`src/rtl/approx_mul_pkg.sv`:
```
// Shared types and helpers for the time-multiplexed approximate multiplier.
package approx_mul_pkg;

  typedef enum logic [1:0] {
    IDLE = 2'd0,
    RUN  = 2'd1,
    DONE = 2'd2
  } state_t;

  localparam int NIB = 4;

  // Ceiling log2, never below 1 so derived vectors always have a bit.
  function automatic int clog2(input int v);
    int r;
    r = 0;
    while ((1 << r) < v) r++;
    return (r < 1) ? 1 : r;
  endfunction

endpackage

```
`src/rtl/approx_mul_seq_core4.sv`:
```
// Shared 4x4 nibble multiplier; approximate mode clears the low TRUNC bits.
module ap_core4 #(
  parameter int TRUNC = 2
) (
  input  logic [3:0] x,
  input  logic [3:0] y,
  input  logic       apx,
  output logic [7:0] p
);

  localparam logic [7:0] KEEP = 8'hFF << TRUNC;

  logic [7:0] exact;

  assign exact = {4'b0, x} * {4'b0, y};
  assign p     = apx ? (exact & KEEP) : exact;

endmodule

```
`src/rtl/approx_mul_seq.sv`:
```
// W x W unsigned multiplier built from one shared 4x4 core, one nibble
// partial product per cycle, accumulated behind valid/ready handshakes.
module approx_mul_seq
  import approx_mul_pkg::*;
#(
  parameter int W     = 8,
  parameter int TRUNC = 2
) (
  input  logic                        clk,
  input  logic                        rst,
  input  logic                        in_valid,
  output logic                        in_ready,
  input  logic [W-1:0]                a,
  input  logic [W-1:0]                b,
  input  logic [(W/4)*(W/4)-1:0]      apx_mask,
  output logic                        out_valid,
  input  logic                        out_ready,
  output logic [2*W-1:0]              prod
);

  localparam int N   = W / NIB;
  localparam int NPP = N * N;
  localparam int CW  = clog2(NPP);
  localparam int IW  = clog2(N);

  state_t state, state_nx;

  logic [N-1:0][NIB-1:0] a_q, b_q;
  logic [NPP-1:0]        mask_q;
  logic [CW-1:0]         cnt;
  logic [IW-1:0]         ii, jj;
  logic [2*W-1:0]        acc, prod_q, pp_sh;
  logic [7:0]            pp;
  logic                  accept, last;

  assign accept = in_valid & in_ready;
  assign last   = (cnt == CW'(NPP - 1));
  assign prod   = prod_q;

  ap_core4 #(.TRUNC(TRUNC)) u_core (
    .x   (a_q[ii]),
    .y   (b_q[jj]),
    .apx (mask_q[cnt]),
    .p   (pp)
  );

  assign pp_sh = {{(2*W-8){1'b0}}, pp} << (NIB * (int'(ii) + int'(jj)));

  always_ff @(posedge clk) begin
    if (rst) state <= IDLE;
    else     state <= state_nx;
  end

  always_comb begin
    state_nx  = state;
    in_ready  = 1'b0;
    out_valid = 1'b0;
    case (state)
      IDLE: begin
        in_ready = 1'b1;
        if (in_valid) state_nx = RUN;
      end
      RUN:  if (last) state_nx = DONE;
      DONE: begin
        out_valid = 1'b1;
        if (out_ready) state_nx = IDLE;
      end
      default: state_nx = IDLE;
    endcase
  end

  // i/j are tracked alongside k so no divider is needed when N is not a power of two.
  always_ff @(posedge clk) begin
    if (rst) begin
      a_q    <= '0;
      b_q    <= '0;
      mask_q <= '0;
      acc    <= '0;
      prod_q <= '0;
      cnt    <= '0;
      ii     <= '0;
      jj     <= '0;
    end else if (accept) begin
      a_q    <= a;
      b_q    <= b;
      mask_q <= apx_mask;
      acc    <= '0;
      cnt    <= '0;
      ii     <= '0;
      jj     <= '0;
    end else if (state == RUN) begin
      acc <= acc + pp_sh;
      if (last) begin
        prod_q <= acc + pp_sh;
        cnt    <= '0;
        ii     <= '0;
        jj     <= '0;
      end else begin
        cnt <= cnt + 1'b1;
        if (jj == IW'(N - 1)) begin
          jj <= '0;
          ii <= ii + 1'b1;
        end else begin
          jj <= jj + 1'b1;
        end
      end
    end
  end

endmodule

```
`config.mk`:
```
export PLATFORM = sky130hd
export DESIGN_NAME = approx_mul_seq
export DESIGN_NICKNAME = d
export VERILOG_FILES = /design/src/rtl/approx_mul_pkg.sv /design/src/rtl/approx_mul_seq_core4.sv /design/src/rtl/approx_mul_seq.sv
export SDC_FILE = /design/constraint.sdc
export NUM_CORES = 1
export LEC_CHECK = 0
export ABC_AREA = 0
export BUFFER_PORTS_ARGS = -buffer_cell sky130_fd_sc_hd__buf_4
export CAP_MARGIN = 5
export CELL_PAD_IN_SITES_DETAIL_PLACEMENT = 2
export CELL_PAD_IN_SITES_GLOBAL_PLACEMENT = 2
export CORE_ASPECT_RATIO = 0.9
export CORE_MARGIN = 5
export CORE_UTILIZATION = 36
export CTS_BUF_LIST = sky130_fd_sc_hd__clkbuf_4
export CTS_CLUSTER_DIAMETER = 30
export CTS_CLUSTER_SIZE = 40
export DETAILED_ROUTE_END_ITERATION = 12
export GPL_TIMING_DRIVEN = 0
export PLACE_DENSITY_LB_ADDON = 0.1
export SYNTH_ARGS = -nofsm -noshare
export SYNTH_HDL_FRONTEND = slang
export SYNTH_HIERARCHICAL = 1
export SYNTH_SLANG_ARGS = --single-unit
```
`constraint.sdc`:
```
create_clock -name clk -period 5.6 [get_ports clk]
set_clock_uncertainty 0.15 [all_clocks]
set_input_delay 0 -clock clk [delete_from_list [all_inputs] [get_ports clk]]
set_output_delay 0 -clock clk [all_outputs]
set_load 0.005 [all_outputs]
```
==> impl_results.md <==
- Outcome: complete, no violations
- Final net count: 604
- Required time of the worst setup path: 5.79 ns
- Layout area overhead: 24.1%
- Vias in the first global route: 4167
- Async SR Flop Fraction: 0%
- CTS clk-pin slew, worst paths: 0.13 ns
- Cts bufs inserted: 9
- WL/cell: 21.1 um
- Later-pin clock latency in the skew report: 0.44 ns
- Peak supply drop: 0.000120 V
- Post-synth cell types: 57
- Data arrival, critical path: 5.56 ns
- Most instantiated library cell after synthesis: nand2_1
- Drt via density: 5.72
- Final Max Tran Viols: 0
- Max-Cap Viols: 0
- Die height: 107 um
- Total gr overflow: 0
- Initial antenna violation count: 0
- Fillers: 1169
- Critical Path End Type: flop
- Least-Margin Pin Slew: 0.675 ns
- CTS tree: built
- Final HPWL DP: 10200 um
- All-Layer GR Usage: 22.9%
- Yosys top cell area share: 30.7%
- Commonest cells in the netlist: nand2_1 (83), dfxtp_1 (58), a21oi_1 (55)
- Share of cells above drive strength 1: 16.9%
- Pin count of the biggest net entering global routing: 12
- FF+latch count, synth: 58
- Worst R2R Path Depth: 18
- Net Sw Frac: 31.7%
- DRT iter0 DRCs: 139
- Finish-stage setup viols: 0
- Starting density of the core: 36.9%
- Register area share after synthesis: 30.7%
- Comb pwr share: 15.0%
- Setup TNS Final: 0 ns
- Largest area contributor in the netlist: dfxtp_1
- GP Congestion: 0.803
- Remaining DRCs: 0
- Clock Path Buffers: 2
- Yosys warning total: 6
- I/O pins: 42
- First-pass GRT wire length: 22900 um
- Internal: 611 uW
- DRT Wirelength: 14300 um
- Hold path cells: 5
- Hold WC Path Type: in -> reg
- Area of the die: 12700 sq um
- Core region area: 10200 sq um
- Post-DRT Antenna Nets: 0
- Cell breakdown of the critical path: clkbuf_4, mux2_2, nand2_1, fa_1, inv_1, fa_1, fa_1, a21o_2, a21oi_1, xnor2_1, mux2i_1, nor2_1, ha_2, nand2_2, nor3_1, nand2_1, and3_1, or4_1
- Minimum clock period: 5.37 ns
- Row count: 35
- Crit Path Category: reg -> reg
- Period utilization: 95.9%
- # clock sinks: 58
- CP most frequent cell: fa_1
- Hold_ws: 0.140 ns
- Clock power frac: 36.6%
- Vias: 3891
- DR pass1 iterations: 6
- Synthesized Nets: 529
- Psw: 283 uW
- Primary FF master, synth: dfxtp_1
- Pwr/cell area: 190 nW/um^2
- Antenna diodes: 0
- Design Power: 894 uW
- Slowest CP cell: or4_1
- Worst path max stage delay: 0.50 ns
- Endpoints failing hold: 0
- Mapped cell area: 3790 sq um
- Crit-path max FO: 8
- Port Buffers: 41
- Leakage: 2.00 nW
- Post-route insts no fill: 680
- Placed cell count: 641
- F_max: 186 MHz
- Post-Synthesis Cells: 471
- EDFF count, synth: 0
- Die width: 118 um
- Syn avg cell area: 8.04 sq um
- Sequential power share: 48.5%
- Setup crit start kind: flop
- Synth area leaders: dfxtp_1 (31%), ha_1 (9.6%), nand2_1 (8.2%)
- Worst slew margin: 55.0%
- H-tree Lvls: 3
- Root Driver: clkbuf_4
## per-stage QoR
step / utilization [%] / worst slack, ns / cell area [sq um]
global placement: 41.5 / 0.0924 / 4260
CTS: 45.1 / 0.0315 / 4620
detailed placement: 41.5 / -0.0244 / 4260
global route: 45.8 / -0.0360 / 4700
finish: 45.8 / 0.228 / 4700
floorplan: - / 0.764 / 3790
## critical path, delay by kind of cell (launching register included)
family	cells	cell delay (ns)
AO/OA/AOI/OAI	2	0.37
XOR/XNOR	1	0.14
adder cells (fa/ha/maj)	4	1.79
buffers and inverters	2	0.31
flip-flops	1	0.36
multiplexers	2	0.68
AND/OR/NAND/NOR	7	1.46
## power groups by stage
stage	Combinational [mW]	Clock, mW	Sequential (mW)
global route	0.147	0.349	0.435
detailed placement	0.116	0	0.442
finish	0.134	0.327	0.433
global placement	0.110	0	0.441
CTS	0.130	0.330	0.432
floorplan	0.0697	0	0.439
## metal layers
layer	routed length (um)	part of all wire, %	track usage, %
met1	6720	47	29.9
met2	6930	48	38.4
met3	437	3.0	4.73
met4	240	1.7	6.22
met5	0	0	0
## registers in the layout, indices dropped and copies added, names as in the netlist
register  count
b_q           8
prod         16
state         2
ii            1
a_q           8
cnt           2
mask_q        4
jj            1
acc          16
## layout by cell type (no fill, tap or decap), types with 4 or more instances in the layout
cell type      synthesis  routed
nor2_1                18      18
fa_1                   5       5
or4_1                  8       8
dlygate4sd3_1          0      22
nand3_1               21      21
mux2i_1                7       7
buf_2                  6       6
a21oi_1               55      53
xor2_1                 4       4
buf_4                  2      45
nor3_1                 6       6
nand2_1               83      82
clkbuf_4               0      10
o21ai_0                7       7
mux2_2                 8       7
clkbuf_1              21      19
nor3b_1                6       5
dfxtp_1               58      57
nor4_1                 5       5
o211ai_1               4       4
a22o_1                 4       4
inv_1                 13      13
nand4_1               10      10
xnor2_1                5       5
a211oi_1               5       4
and3_1                 7       7
nor2b_1                9       9
ha_1                  29      27
and2_1                17      17
## kinds of logic after synthesis
kind of cell | Yosys count | synth area share, %
adder cells (fa/ha/maj) | 34 | 12.2
flip-flops | 58 | 30.7
AND/OR/NAND/NOR | 201 | 26.9
AO/OA/AOI/OAI | 109 | 18.5
multiplexers | 16 | 4.82
buffers and inverters | 44 | 4.76
XOR/XNOR | 9 | 2.08
## worst paths after layout
check	start	to	slack (ns)
worst min register to register	prod[7]	prod[7]	0.31
worst max-delay path	jj	prod[13]	0.23
worst min-delay path	in_valid	mask_q[2]	0.14
worst max register to register	jj	prod[13]	0.23
## final cells by class
class	instances	area, sq um	area share, %
Sequential cell	58	1160	24.7
Multi-Input combinational cell	369	2510	53.5
Clock buffer	9	67.6	1.44
Clock inverter	7	70.1	1.49
Buffer	30	131	2.80
Inverter	13	48.8	1.04
Tap cell	129	161	3.44
Timing Repair Buffer	65	543	11.6
## what timing repair did
action | CTS | global route
endpoints found under the hold margin | 24 | 0
gates resized for setup | 1 | 20
pin swaps | 0 | 1
endpoints found under the setup margin | 1 | 18
buffers inserted | 0 | 2
hold buffers | 22 | 0
Power figures use the tool's default switching activity.
